### src/rtl/fft_pkg.sv
`default_nettype none
// ============================================================================
// Module   : fft_pkg
// Purpose  : Shared defaults and loader state encoding for the FFT frame path.
// Revision : 1.0 - initial release
// ============================================================================
package fft_pkg;

  localparam int DEF_BIT_WIDTH      = 16;
  localparam int DEF_N              = 9;
  localparam int DEF_FFT_SIZE       = 1 << DEF_N;
  localparam int DEF_TIMEOUT_CYCLES = 65535;

  typedef enum logic [1:0] {
    ST_IDLE  = 2'd0,
    ST_LOAD  = 2'd1,
    ST_START = 2'd2,
    ST_WAIT  = 2'd3
  } loader_state_t;

endpackage
`default_nettype wire

### src/rtl/fft_frame_loader.sv
`default_nettype none
// ============================================================================
// Module   : fft_frame_loader
// Purpose  : Packs audio samples into natural-order FFT frames and sequences
//            the load / start / done handshake with the FFT core.
// Revision : 1.0 - initial release
// ============================================================================
module fft_frame_loader
  import fft_pkg::*;
#(
  parameter int BIT_WIDTH      = DEF_BIT_WIDTH,
  parameter int N              = DEF_N,
  parameter int FFT_SIZE       = DEF_FFT_SIZE,
  parameter int TIMEOUT_CYCLES = DEF_TIMEOUT_CYCLES
) (
  input  logic                        clk,
  input  logic                        reset,
  input  logic                        enable,
  input  logic                        sample_valid,
  input  logic signed [BIT_WIDTH-1:0] sample,
  input  logic                        fft_done,
  output logic                        fft_load,
  output logic        [N-1:0]         add_rd,
  output logic signed [BIT_WIDTH-1:0] din,
  output logic                        fft_start,
  output logic                        busy,
  output logic        [15:0]          frame_count,
  output logic        [7:0]           drop_count,
  output logic                        timeout_err
);

  localparam int                 WAIT_W       = $clog2(TIMEOUT_CYCLES + 1);
  localparam logic [N-1:0]       C_LAST_INDEX = N'(FFT_SIZE - 1);
  localparam logic [WAIT_W-1:0]  C_WAIT_LAST  = WAIT_W'(TIMEOUT_CYCLES - 1);

  loader_state_t     r_state;
  logic [N-1:0]      r_index;
  logic [WAIT_W-1:0] r_wait_cnt;

  always_ff @(posedge clk or negedge reset) begin
    if (!reset) begin
      r_state     <= ST_IDLE;
      r_index     <= '0;
      r_wait_cnt  <= '0;
      fft_load    <= 1'b0;
      add_rd      <= '0;
      din         <= '0;
      fft_start   <= 1'b0;
      busy        <= 1'b0;
      frame_count <= '0;
      drop_count  <= '0;
      timeout_err <= 1'b0;
    end else begin
      fft_load  <= 1'b0;
      fft_start <= 1'b0;

      // Samples arriving while the core owns the frame are lost; count them.
      if ((r_state == ST_START || r_state == ST_WAIT) && sample_valid &&
          drop_count != 8'hFF) begin
        drop_count <= drop_count + 8'd1;
      end

      case (r_state)
        ST_IDLE: begin
          busy    <= 1'b0;
          r_index <= '0;
          if (enable) begin
            r_state <= ST_LOAD;
          end
        end

        ST_LOAD: begin
          if (!enable) begin
            r_state <= ST_IDLE;
            r_index <= '0;
          end else if (sample_valid) begin
            fft_load <= 1'b1;
            add_rd   <= r_index;
            din      <= sample;
            r_index  <= r_index + 1'b1;
            if (r_index == C_LAST_INDEX) begin
              r_state <= ST_START;
              busy    <= 1'b1;
            end
          end
        end

        // First START cycle carries the final fft_load; the pulse follows it.
        ST_START: begin
          if (!fft_start) begin
            fft_start <= 1'b1;
          end else begin
            r_state    <= ST_WAIT;
            r_wait_cnt <= '0;
          end
        end

        ST_WAIT: begin
          if (fft_done || r_wait_cnt == C_WAIT_LAST) begin
            if (fft_done) begin
              frame_count <= frame_count + 16'd1;
            end else begin
              timeout_err <= 1'b1;
            end
            r_wait_cnt <= '0;
            r_index    <= '0;
            busy       <= 1'b0;
            r_state    <= enable ? ST_LOAD : ST_IDLE;
          end else begin
            r_wait_cnt <= r_wait_cnt + 1'b1;
          end
        end

        default: begin
          r_state <= ST_IDLE;
        end
      endcase
    end
  end

endmodule
`default_nettype wire
### config.mk
export PLATFORM = sky130hd
export DESIGN_NAME = fft_frame_loader
export DESIGN_NICKNAME = d
export VERILOG_FILES = /design/src/rtl/fft_pkg.sv /design/src/rtl/fft_frame_loader.sv
export SDC_FILE = /design/constraint.sdc
export NUM_CORES = 1
export LEC_CHECK = 0
export CORE_MARGIN = 5
export CORE_UTILIZATION = 35
export DETAILED_ROUTE_END_ITERATION = 8
export PLACE_DENSITY_LB_ADDON = 0.05
export SLEW_MARGIN = 20
export SYNTH_ARGS = -nofsm -noshare
export SYNTH_HDL_FRONTEND = slang
export SYNTH_SLANG_ARGS = --single-unit
export TNS_END_PERCENT = 1
### constraint.sdc
create_clock -name clk -period 3.47 [get_ports clk]
set_input_delay 0.8675 -clock clk [delete_from_list [all_inputs] [get_ports clk]]
set_output_delay 0.8675 -clock clk [all_outputs]
set_load 0.05 [all_outputs]
=== Yosys cells after proc, flatten, opt, wreduce, memory -nomap -nowiden ===
Cells that the tools add are included.

* Word-level logic and storage cells: 69
* Flip-flop bits (word level): 80
* Output and inout bits: 53
* Input bits: 21

* Multiplexer cells: 25
* Eq/ne operators: 14
* Bitwise gates (word level): 1
* Reduce and logical (&&, ||, !) cells: 14
* Add/subtract/negate cells: 4

{| class="wikitable"
|+ Operators by type and width
! cell !! number
|-
| $add 16x1->16 const B || 2
|-
| $mux 16 || 2
|-
| $pmux 16 s2 || 1
|-
| $mux 9 || 3
|-
| $pmux 9 s3 || 1
|-
| $eq 16x16->1 const B || 1
|-
| $mux 2 || 6
|-
| $reduce_and 3->1 || 4
|-
| $mux 1 || 10
|-
| $ne 2x2->1 const B || 5
|-
| $reduce_and 5->1 || 2
|-
| $add 9x1->9 const B || 1
|-
| $eq 9x9->1 const B || 1
|-
| $add 8x1->8 const B || 1
|-
| $ne 8x8->1 const B || 1
|-
| $pmux 2 s4 || 1
|-
| $ne 3x3->1 const B || 2
|-
| $eq 2x2->1 const B || 2
|-
| $pmux 1 s3 || 1
|-
| $reduce_bool 3->1 || 1
|-
| $eq 2x1->1 const B || 1
|-
| $logic_and 1x1->1 || 2
|-
| $logic_not 2->1 || 1
|-
| $logic_or 1x1->1 || 2
|-
| 4 further kinds || 4
|}

=== Longest topological paths before layout ===
Gate-level depths: netlist of run 1.

* Depth in word-level cells: 5
* Depth in mapped cells: 9

=== Least setup slack after synthesis of run 1 ===
OpenSTA, ideal clock, no wires.

* Path kind: input to register
* From: input port enable
* To: register r_index[1]
* Data required time: 3,349 ps
* Data arrival time: 1,851 ps
* Setup time: 121 ps
* Cell stages on the path: 7
* Buffers on the path: 2
* Setup slack: 1,498 ps
* Cell sequence: nor2b_1 -> and2_1 -> buf_2 -> nand2_2 -> inv_1 -> buf_4 -> a22o_1

* Word-level cells in the longest chain between the ends: 2

{| class="wikitable"
|+ Ends and longest elaborated chain
! what !! line !! text
|-
| start, declared || fft_frame_loader.sv:18 || <nowiki>input logic enable,</nowiki>
|-
| $ne 3x3->1 (no source line) / $mux 9 (equally long branches) || n/a ||
|-
| $reduce_and 3->1 (no source line) / $pmux 9 s3 (equally long branches) || n/a ||
|-
| end signal, assigned || fft_frame_loader.sv:80 || <nowiki>r_index <= r_index + 1'b1;</nowiki>
|-
| end, declared || fft_frame_loader.sv:37 || <nowiki>logic [N-1:0] r_index;</nowiki>
|}

Several ways; a longest one is shown, not always the timed one.
A chain may end at the register's enable or synchronous reset.

=== Worst setup path after layout of run 1 ===
* From: register frame_count[2]
* To: output port frame_count[2]

{| class="wikitable"
|+ RTL lines
! what !! line !! text
|-
| start, declared || fft_frame_loader.sv:27 || <nowiki>output logic [15:0] frame_count,</nowiki>
|-
| start signal, assigned || fft_frame_loader.sv:101 || <nowiki>frame_count <= frame_count + 16'd1;</nowiki>
|}

No word-level cell between the ends.

==> run metrics, run 1 <==
Synth area leaders dfrtp_1, nand2_1, xnor2_1; Setup Fix Bufs, Post-CTS 0; post-detail-place hpwl approximately 5700 um; DIE AREA 12400 sq um; Worst slew margin between 50% and 60%; Total Routing Usage GR ~14%; reg2reg path depth 7; measured slew at the worst slew-check pin between 0.7 and 0.8 ns; period utilization between 70% and 80%; CTS tree built; row cnt 37; crit path max fanout 5; first-pass GRT wire length ~14000 um; Worst EP arrival 1.66 ns; Fmax about 0.4 GHz; clock slew at reported path FFs 0.08 ns; number of port buffers 73; vias 2773; Nets about 480; pwr dens 566 nW/um^2; status completed; slack of the worst reg-to-reg path 1.37 ns; Syn Area/Cell slightly below 10 sq um; hold-fix buffers at CTS 0; Pre-antenna DRT Iters 4; initial antenna violation count 0; TritonCTS Sinks 80; Critical R2R Launch r_wait_cnt[0]$_DFFE_PN0P_; Initial Util a little over a third; worst hold path endpoint frame_count[15]$_DFFE_PN0P_; total grt overflow 0; htree depth 3; DRC viols 0; Yosys cell types 39; crit path capture type output pin; Buffers & Inverters on Critical Path 1; antenna-violating nets left 0; final hold vios 0; io pins 74; Final min period ~2.5 ns; worst hold path type reg -> reg; CP Cell Sequence clkdlybuf4s50_1; Root Driver clkbuf_8; simple-gate portion of the synthesized area 24.9%; Hold Startpoint frame_count[15]$_DFFE_PN0P_; number of DRC markers in iteration 0 between 100 and 150; Synth Area in Compound Gates 6.59%; syn_nets 397; crit path kind reg -> out; Max Cap Viol 0; Post-Syn Area 3590 sq um; Core ar. a little over 10000 sq um; Final Slew Violations 0; total CTS buffers 9; post-cts gate resize count 0; Clock Skews roughly 0.012 ns; largest net degree at the start of global routing 54; Die Ht around 110 um; RSZ-0062 raised after global routing false; R2R Path End r_wait_cnt[8]$_DFFE_PN0P_; area grow syn2layout 30.5%; Critical Path Stages 1; Synth area leader dfrtp_1; Synth Area in XOR/XNOR approximately 7.3%; crit path max-delay cell type clkdlybuf4s50_1; ANT cells 0; largest family of logic cells by synthesized area simple AND/OR/NAND/NOR gates; layout cell share with drive strength beyond 1 between 7 and 8%; total power about 0.0027 W; Routed WL 8050 um; Die X about 110 um; number of global-route vias before repair between 2000 and 3000; Final TNS setup 0 ns; post-synth top area share between 50% and 60%; commonest non-fill, non-tap cell in the layout nand2_1; clk_lat worst skew approximately 0.35 ns; max incr delay on CP about 0.85 ns; Min-Delay Path Depth 1; leakage ~2.2 nW; Synth Area in Adders ~2.1%; Worst setup SP type flip-flop; worst ir drop on vdd around 0.4 mV; Worst path top cell family by delay buffers and inverters; sequential element share of the synthesized area between 50 and 60%; Post-Syn Instances 370; Required @ worst endpoint ~2.6 ns; RePlAce Congestion around 0.72; Vias per Instance between 4 and 5; commonest cells after routing, fill and taps aside nand2_1, dfrtp_1, clkdlybuf4s50_1; mux contribution to synthesized area between 1 and 1.5%; post-synthesis register bit count 80; Clock Path Buffers 2; DR WL/cell roughly 14 um; Yosys Warn Count 0; endpoints failing setup 0
## metrics by stage
| step | instance area, sq um | setup slack, ns | hold WS, ns | std cells | util (%) |
|---|---|---|---|---|---|
| floorplan | 3590 | 1.50 | 0.451 | 370 | - |
| global placement | 4480 | 0.834 | 0.457 | 574 | 44.0 |
| detailed placement | 4480 | 0.796 | 0.458 | 574 | 44.0 |
| CTS | 4680 | 0.914 | 0.473 | 590 | 46.0 |
| global route | 4680 | 0.867 | 0.492 | 590 | 46.0 |
| finish | 4680 | 0.943 | 0.468 | 590 | 46.0 |
## routing by layer
metal	track usage, %	wire [um]
met1	18.5	3900
met2	21.8	3730
met3	2.95	278
met4	6.08	141
met5	0	0
## final cells by class
cell class	instances	area [sq um]
clock inverter	5	55.1
fill	1005	5500
timing repair buffer	79	773
sequential	80	2000
clock buffer	11	151
multi-input combinational	274	1510
tap	136	170
inverter	5	18.8
## report_power, final
group	total (W)	switching [W]	internal, W	leakage [nW]
registers	0.00118	0.000123	0.00106	1.08
clock network	0.000706	0.000337	0.000369	0.101
logic	0.000763	0.000501	0.000261	0.989
## logic make-up (layout without fill, tap and decap cells)
kind of cell,after synthesis,after routing
buf+inv,16,100
simple gates,197,197
mux,4,4
xor+xnor,30,30
compound gates,37,37
fa+ha+maj,6,6
flops,80,80
## Yosys cell counts (all sizes together)
library cell / n
nand2b: 2
a22o: 3
nor2b: 2
xnor2: 17
o21bai: 1
o21a: 1
ha: 6
nand3: 17
mux2: 2
or2: 2
xor2: 13
a21o: 2
a21oi: 5
a211oi: 1
nor3: 4
buf: 9
or3: 1
dfrtp: 80
nand2: 113
and3: 6
mux2i: 2
nand4: 13
and2: 1
o21ai: 13
o41ai: 1
nor2: 29
inv: 5
and4: 2
nor4: 5
clkbuf: 2
a31oi: 10
## state kept, by name (all words and copies together), names as in the netlist, 8 cells and up, named ones only
| name | count |
|---|---|
| din | 16 |
| r_index | 9 |
| frame_count | 16 |
| drop_count | 8 |
| add_rd | 9 |
| r_wait_cnt | 16 |
## worst reg2reg max path, cell delays in order, from the launching register on
cell and delay (ns):
dfrtp_1 0.43, inv_1 0.08, ha_1 0.14, nand4_1 0.17, nor4_4 0.45, nor2_4 0.12
nor2_1 0.45, nor2_1 0.12
## worst max path at each step
stage	start	to	slack [ns]
6_report	frame_count[2]$_DFFE_PN0P_	frame_count[2]	0.94
5_1_grt	frame_count[2]$_DFFE_PN0P_	frame_count[2]	0.87
4_1_cts	frame_count[2]$_DFFE_PN0P_	frame_count[2]	0.91
3_5_place_dp	sample_valid	drop_count[1]$_DFFE_PN0P_	0.80
3_3_place_gp	sample_valid	drop_count[1]$_DFFE_PN0P_	0.83
2_1_floorplan	enable	r_index[1]$_DFFE_PN0P_	1.50
Note: power is estimated with default switching activity, not from simulation.
==> run 2: changes to the inputs <==
==> constraint.sdc (replaced) <==
create_clock -name clk -period 2.3 [get_ports clk]
set_input_delay 0.575 -clock clk [delete_from_list [all_inputs] [get_ports clk]]
set_output_delay 0.575 -clock clk [all_outputs]
set_load 0.05 [all_outputs]
==> run metrics, run 2 (synthesis gave the netlist of run 1 again) <==
Worst slew margin 64.2%; htree depth 3; number of global-route vias before repair 2798; Setup Fix Bufs, Post-CTS 0; final hold vios 0; Vias per Instance approximately 4.7; Die X approximately 110 um; Clock Path Buffers 2; area grow syn2layout 33.4%; total CTS buffers 9; layout cell share with drive strength beyond 1 roughly 8.4%; largest registers din (16), frame_count (16), r_wait_cnt (16); RSZ-0062 raised after global routing false; crit path max fanout 6; clk_lat worst skew between 0.3 and 0.4 ns; Pre-antenna DRT Iters 4; Critical R2R Launch r_wait_cnt[0]$_DFFE_PN0P_; measured slew at the worst slew-check pin about 0.54 ns; RePlAce Congestion 0.850; max incr delay on CP 0.84 ns; vias approximately 2800; commonest non-fill, non-tap cell in the layout nand2_1; Core ar. between 10000 and 15000 sq um; Nets slightly below 500; Final min period roughly 2.2 ns; clock slew at reported path FFs approximately 0.080 ns; DRC viols 0; fillcell total about 1000; total grt overflow 0; worst hold path type in -> async; ANT cells 0; Required @ worst endpoint about 1.7 ns; Final TNS setup 0 ns; Routed WL between 8000 and 9000 um; largest net degree at the start of global routing 49; leakage 2.24 nW; endpoints failing setup 0; Buffers & Inverters on Critical Path 1; Max Cap Viol 0; crit path capture type output pin; Worst EP arrival 1.63 ns; first-pass GRT wire length between 10000 and 15000 um; DR WL/cell between 10 and 15 um; Clock Skews 0.00732 ns; R2R Path End r_wait_cnt[2]$_DFFE_PN0P_; Worst setup SP type flip-flop; worst ir drop on vdd 0.503 mV; Root Driver clkbuf_8; TritonCTS Sinks 80; DIE AREA between 10000 and 15000 sq um; pwr dens 872 nW/um^2; reg2reg path depth 7; period utilization between 90% and 100%; antenna-violating nets left 0; number of DRC markers in iteration 0 76; Worst path top cell family by delay buffers and inverters; post-detail-place hpwl 5870 um; Initial Util 35.2%; total power about 0.0042 W; commonest cells after routing, fill and taps aside nand2_1, dfrtp_1, clkdlybuf4s50_1; Die Ht around 110 um; CP Cell Sequence clkdlybuf4s50_1; Final Slew Violations 0; slack of the worst reg-to-reg path around 0.32 ns; Fmax 0.453 GHz; Total Routing Usage GR 13.6%; number of port buffers 73; crit path max-delay cell type clkdlybuf4s50_1; CTS tree built; final core occ a little under half; io pins 74; initial antenna violation count 0; status completed; crit path kind reg -> out; row cnt 37
-- run 2: changes by cell type in the layout (fill, tap and decap cells not counted), sizes merged --
cell           change
bufinv             +2
clkinvlp           -2
buf                +8
dlymetal6s2s       +1
clkdlybuf4s50      -1
inv                +1
clkinv             -1
-- run 2: power by group --
part / total, W / switching [W] / internal, W
sequential: 0.00179 / 0.000187 / 0.00160
clock: 0.00123 / 0.000501 / 0.000725
combinational: 0.00116 / 0.000761 / 0.000402
-- run 2: worst reg2reg max path: stages, from the launching register on --
cell	delay, ns
dfrtp_1	0.43
inv_1	0.08
ha_1	0.14
nand4_1	0.18
nor4_4	0.45
nand2b_1	0.28
o21bai_1	0.09
a22o_1	0.22
-- run 2: routing by layer --
layer | global-route usage [%] | wire length, um | vias to the layer above | share of wire (%)
met5 | 0 | 0 | - | 0
met4 | 4.14 | 88 | 0 | 1.1
met3 | 3.11 | 288 | 6 | 3.6
met2 | 23.2 | 3980 | 50 | 49
met1 | 17.1 | 3710 | 1344 | 46
li1 | - | - | 1423 | -
-- run 2: worst max path at each step --
stage                           startpoint                          end  depth (start not counted)
6_report         drop_count[2]$_DFFE_PN0P_                drop_count[2]                          1
2_1_floorplan    drop_count[0]$_DFFE_PN0P_    drop_count[1]$_DFFE_PN0P_                          5
5_1_grt        frame_count[11]$_DFFE_PN0P_              frame_count[11]                          1
3_3_place_gp                      fft_done  frame_count[14]$_DFFE_PN0P_                          6
4_1_cts         frame_count[0]$_DFFE_PN0P_               frame_count[0]                          1
3_5_place_dp                      fft_done   frame_count[8]$_DFFE_PN0P_                          6
-- run 2: through the flow --
step	cells	cell area (sq um)	setup slack (ns)	hold slack, ns
final	598	4790	0.0904	0.0863
after global routing	598	4790	0.00314	0.0816
after CTS	598	4790	0.0448	0.0733
after detailed placement	582	4550	0.0642	0.457
after global placement	582	4550	0.0883	0.458
after floorplan	370	3590	0.386	0.279
-- run 2: final cells by class --
cell class | instances | area (sq um) | share of cell area, %
flip-flops and latches | 80 | 2000 | 41.8
multi-input cells | 274 | 1510 | 31.6
repair buffers | 87 | 848 | 17.7
well taps | 136 | 170 | 3.55
clock buffers | 11 | 131 | 2.74
clock inverters | 5 | 104 | 2.17
inverters | 5 | 18.8 | 0.392
-- run 2: repair_timing --
action                     4_1_cts  5_1_grt
resized for setup                0        1
hold buffers                     0        0
setup endpoints to repair        0        1
==> run 3: changes to the inputs <==
--- a/config.mk
+++ b/config.mk
@@ -8,8 +8,6 @@
 export CORE_MARGIN = 5
 export CORE_UTILIZATION = 35
 export DETAILED_ROUTE_END_ITERATION = 8
-export PLACE_DENSITY_LB_ADDON = 0.05
-export SLEW_MARGIN = 20
 export SYNTH_ARGS = -nofsm -noshare
 export SYNTH_HDL_FRONTEND = slang
 export SYNTH_SLANG_ARGS = --single-unit
==> run metrics, run 3 (synthesis gave the netlist of run 1 again) <==
power share of the combinational group 28.6%; status completed; Final Slew Violations 0; commonest non-fill, non-tap cell in the layout nand2_1; Clock Skews 0.0144 ns; DRC viols 0; number of port buffers 73; first-pass GRT wire length approximately 13000 um; Sw Pwr 0.00146 W; Die X approximately 110 um; Final TNS setup 0 ns; Total Routing Usage GR between 10% and 20%; crit path capture type output pin; Vias per Instance around 4.8; endpoints failing setup 0; RePlAce Congestion ~0.82; row cnt 37; Layout Cells excl Fill 595; Final min period between 2 and 2.5 ns; DR WL/cell 13.2 um; DIE AREA around 12000 sq um; Routed WL just under 8000 um; power share of the clock group between 20 and 30%; period utilization between 90% and 100%; Initial Util a little over a third; post-cts gate resize count 0; worst ir drop on vdd ~0.43 mV; total grt overflow 0; Root Driver clkbuf_8; placed cells 580; layout cell share with drive strength beyond 1 around 8.1%; internal power 0.00261 W; crit path kind reg -> out; hold-fix buffers at CTS 0; clk_lat worst skew approximately 0.35 ns; max incr delay on CP ~0.85 ns; Max Cap Viol 0; commonest cells after routing, fill and taps aside nand2_1, dfrtp_1, clkdlybuf4s50_1; Pre-antenna DRT Iters 4; CP Cell Sequence clkdlybuf4s50_1; measured slew at the worst slew-check pin around 0.6 ns; setup ws final 0.0803 ns; area grow syn2layout 31.9%; crit path max fanout 6; number of global-route vias before repair roughly 2800; clock slew at reported path FFs about 0.090 ns; Reg power frac ~44%; fillcell total roughly 1000; io pins 74; post-detail-place hpwl around 5700 um; Die Ht around 110 um; placed cell areas between 4000 and 5000 sq um; Clock Path Buffers 2; RSZ-0062 raised after global routing false; crit path max-delay cell type clkdlybuf4s50_1; pwr dens 859 nW/um^2; largest net degree at the start of global routing 37; Worst EP arrival 1.64 ns; final hold vios 0; leakage roughly 2.2 nW; CTS tree built; Core ar. a little over 10000 sq um; total CTS buffers 9; Required @ worst endpoint ~1.7 ns; pre-CTS WS between 0.1 and 0.15 ns; Setup Fix Bufs, Post-CTS 0; Worst setup SP type flip-flop; worst hold path type in -> async; Fmax between 0.4 and 0.5 GHz; TritonCTS Sinks 80; Sw Ratio between 30% and 40%; fin area between 4000 and 5000 sq um; Buffers & Inverters on Critical Path 1; Nets between 400 and 500; number of DRC markers in iteration 0 between 100 and 150; htree depth 3; largest registers din (16), frame_count (16), r_wait_cnt (16); total power ~0.0041 W; ANT cells 0; antenna-violating nets left 0; initial antenna violation count 0; Worst path top cell family by delay buffers and inverters; vias around 2800; Worst slew margin between 50% and 60%
==> run 3: worst register-to-register path: stages (launching register included) <==
cell	delay, ns
dfrtp_1	0.43
inv_1	0.08
ha_1	0.16
nand4_1	0.18
nor4_4	0.46
o21a_4	0.25
o21ai_2	0.09
mux2_4	0.25
==> run 3: worst paths after layout <==
kind	cells past startpoint	end	slack, ns	from
setup / recovery	1	drop_count[2]	0.08	drop_count[2]$_DFFE_PN0P_
hold / removal	1	din[7]$_DFFE_PN0P_	0.17	reset
setup reg to reg	7	r_index[0]$_DFFE_PN0P_	0.31	r_wait_cnt[0]$_DFFE_PN0P_
hold reg to reg	2	add_rd[5]$_DFFE_PN0P_	0.47	add_rd[5]$_DFFE_PN0P_
max in group asynchronous	2	r_state[0]$_DFFE_PN0P_	1.52	reset
min in group clk	2	add_rd[5]$_DFFE_PN0P_	0.47	add_rd[5]$_DFFE_PN0P_
==> run 3: through the flow <==
step	hold WS (ns)	util, %
finish	0.166	46.5
global placement	0.459	44.4
floorplan	0.279	-
global route	0.196	46.5
detailed placement	0.462	44.4
CTS	0.181	46.5
==> run 3: power by group through the flow <==
stage | clock network, W | registers [W] | logic [W]
finish | 0.00111 | 0.00179 | 0.00116
global placement | 0 | 0.00181 | 0.00116
global route | 0.00122 | 0.00183 | 0.00124
CTS | 0.00115 | 0.00179 | 0.00118
detailed placement | 0 | 0.00182 | 0.00118
floorplan | 0 | 0.00229 | 0.000241
==> run 3: layout make-up <==
cell class	instances	area, sq um	share of cell area [%]
inverter	5	18.8	0.397
clock inverter	5	82.6	1.74
tap	136	170	3.60
sequential	80	2000	42.3
multi-input combinational	274	1510	32.0
clock buffer	10	128	2.70
timing repair buffer	85	818	17.3
==> run 3: layer usage <==
| metal | share of wire (%) | vias up | GRT usage, % |
|---|---|---|---|
| li1 | - | 1410 | - |
| met1 | 48 | 1360 | 17.4 |
| met2 | 46 | 43 | 20.3 |
| met3 | 2.9 | 14 | 2.35 |
| met4 | 2.3 | 0 | 6.00 |
| met5 | 0 | - | 0 |
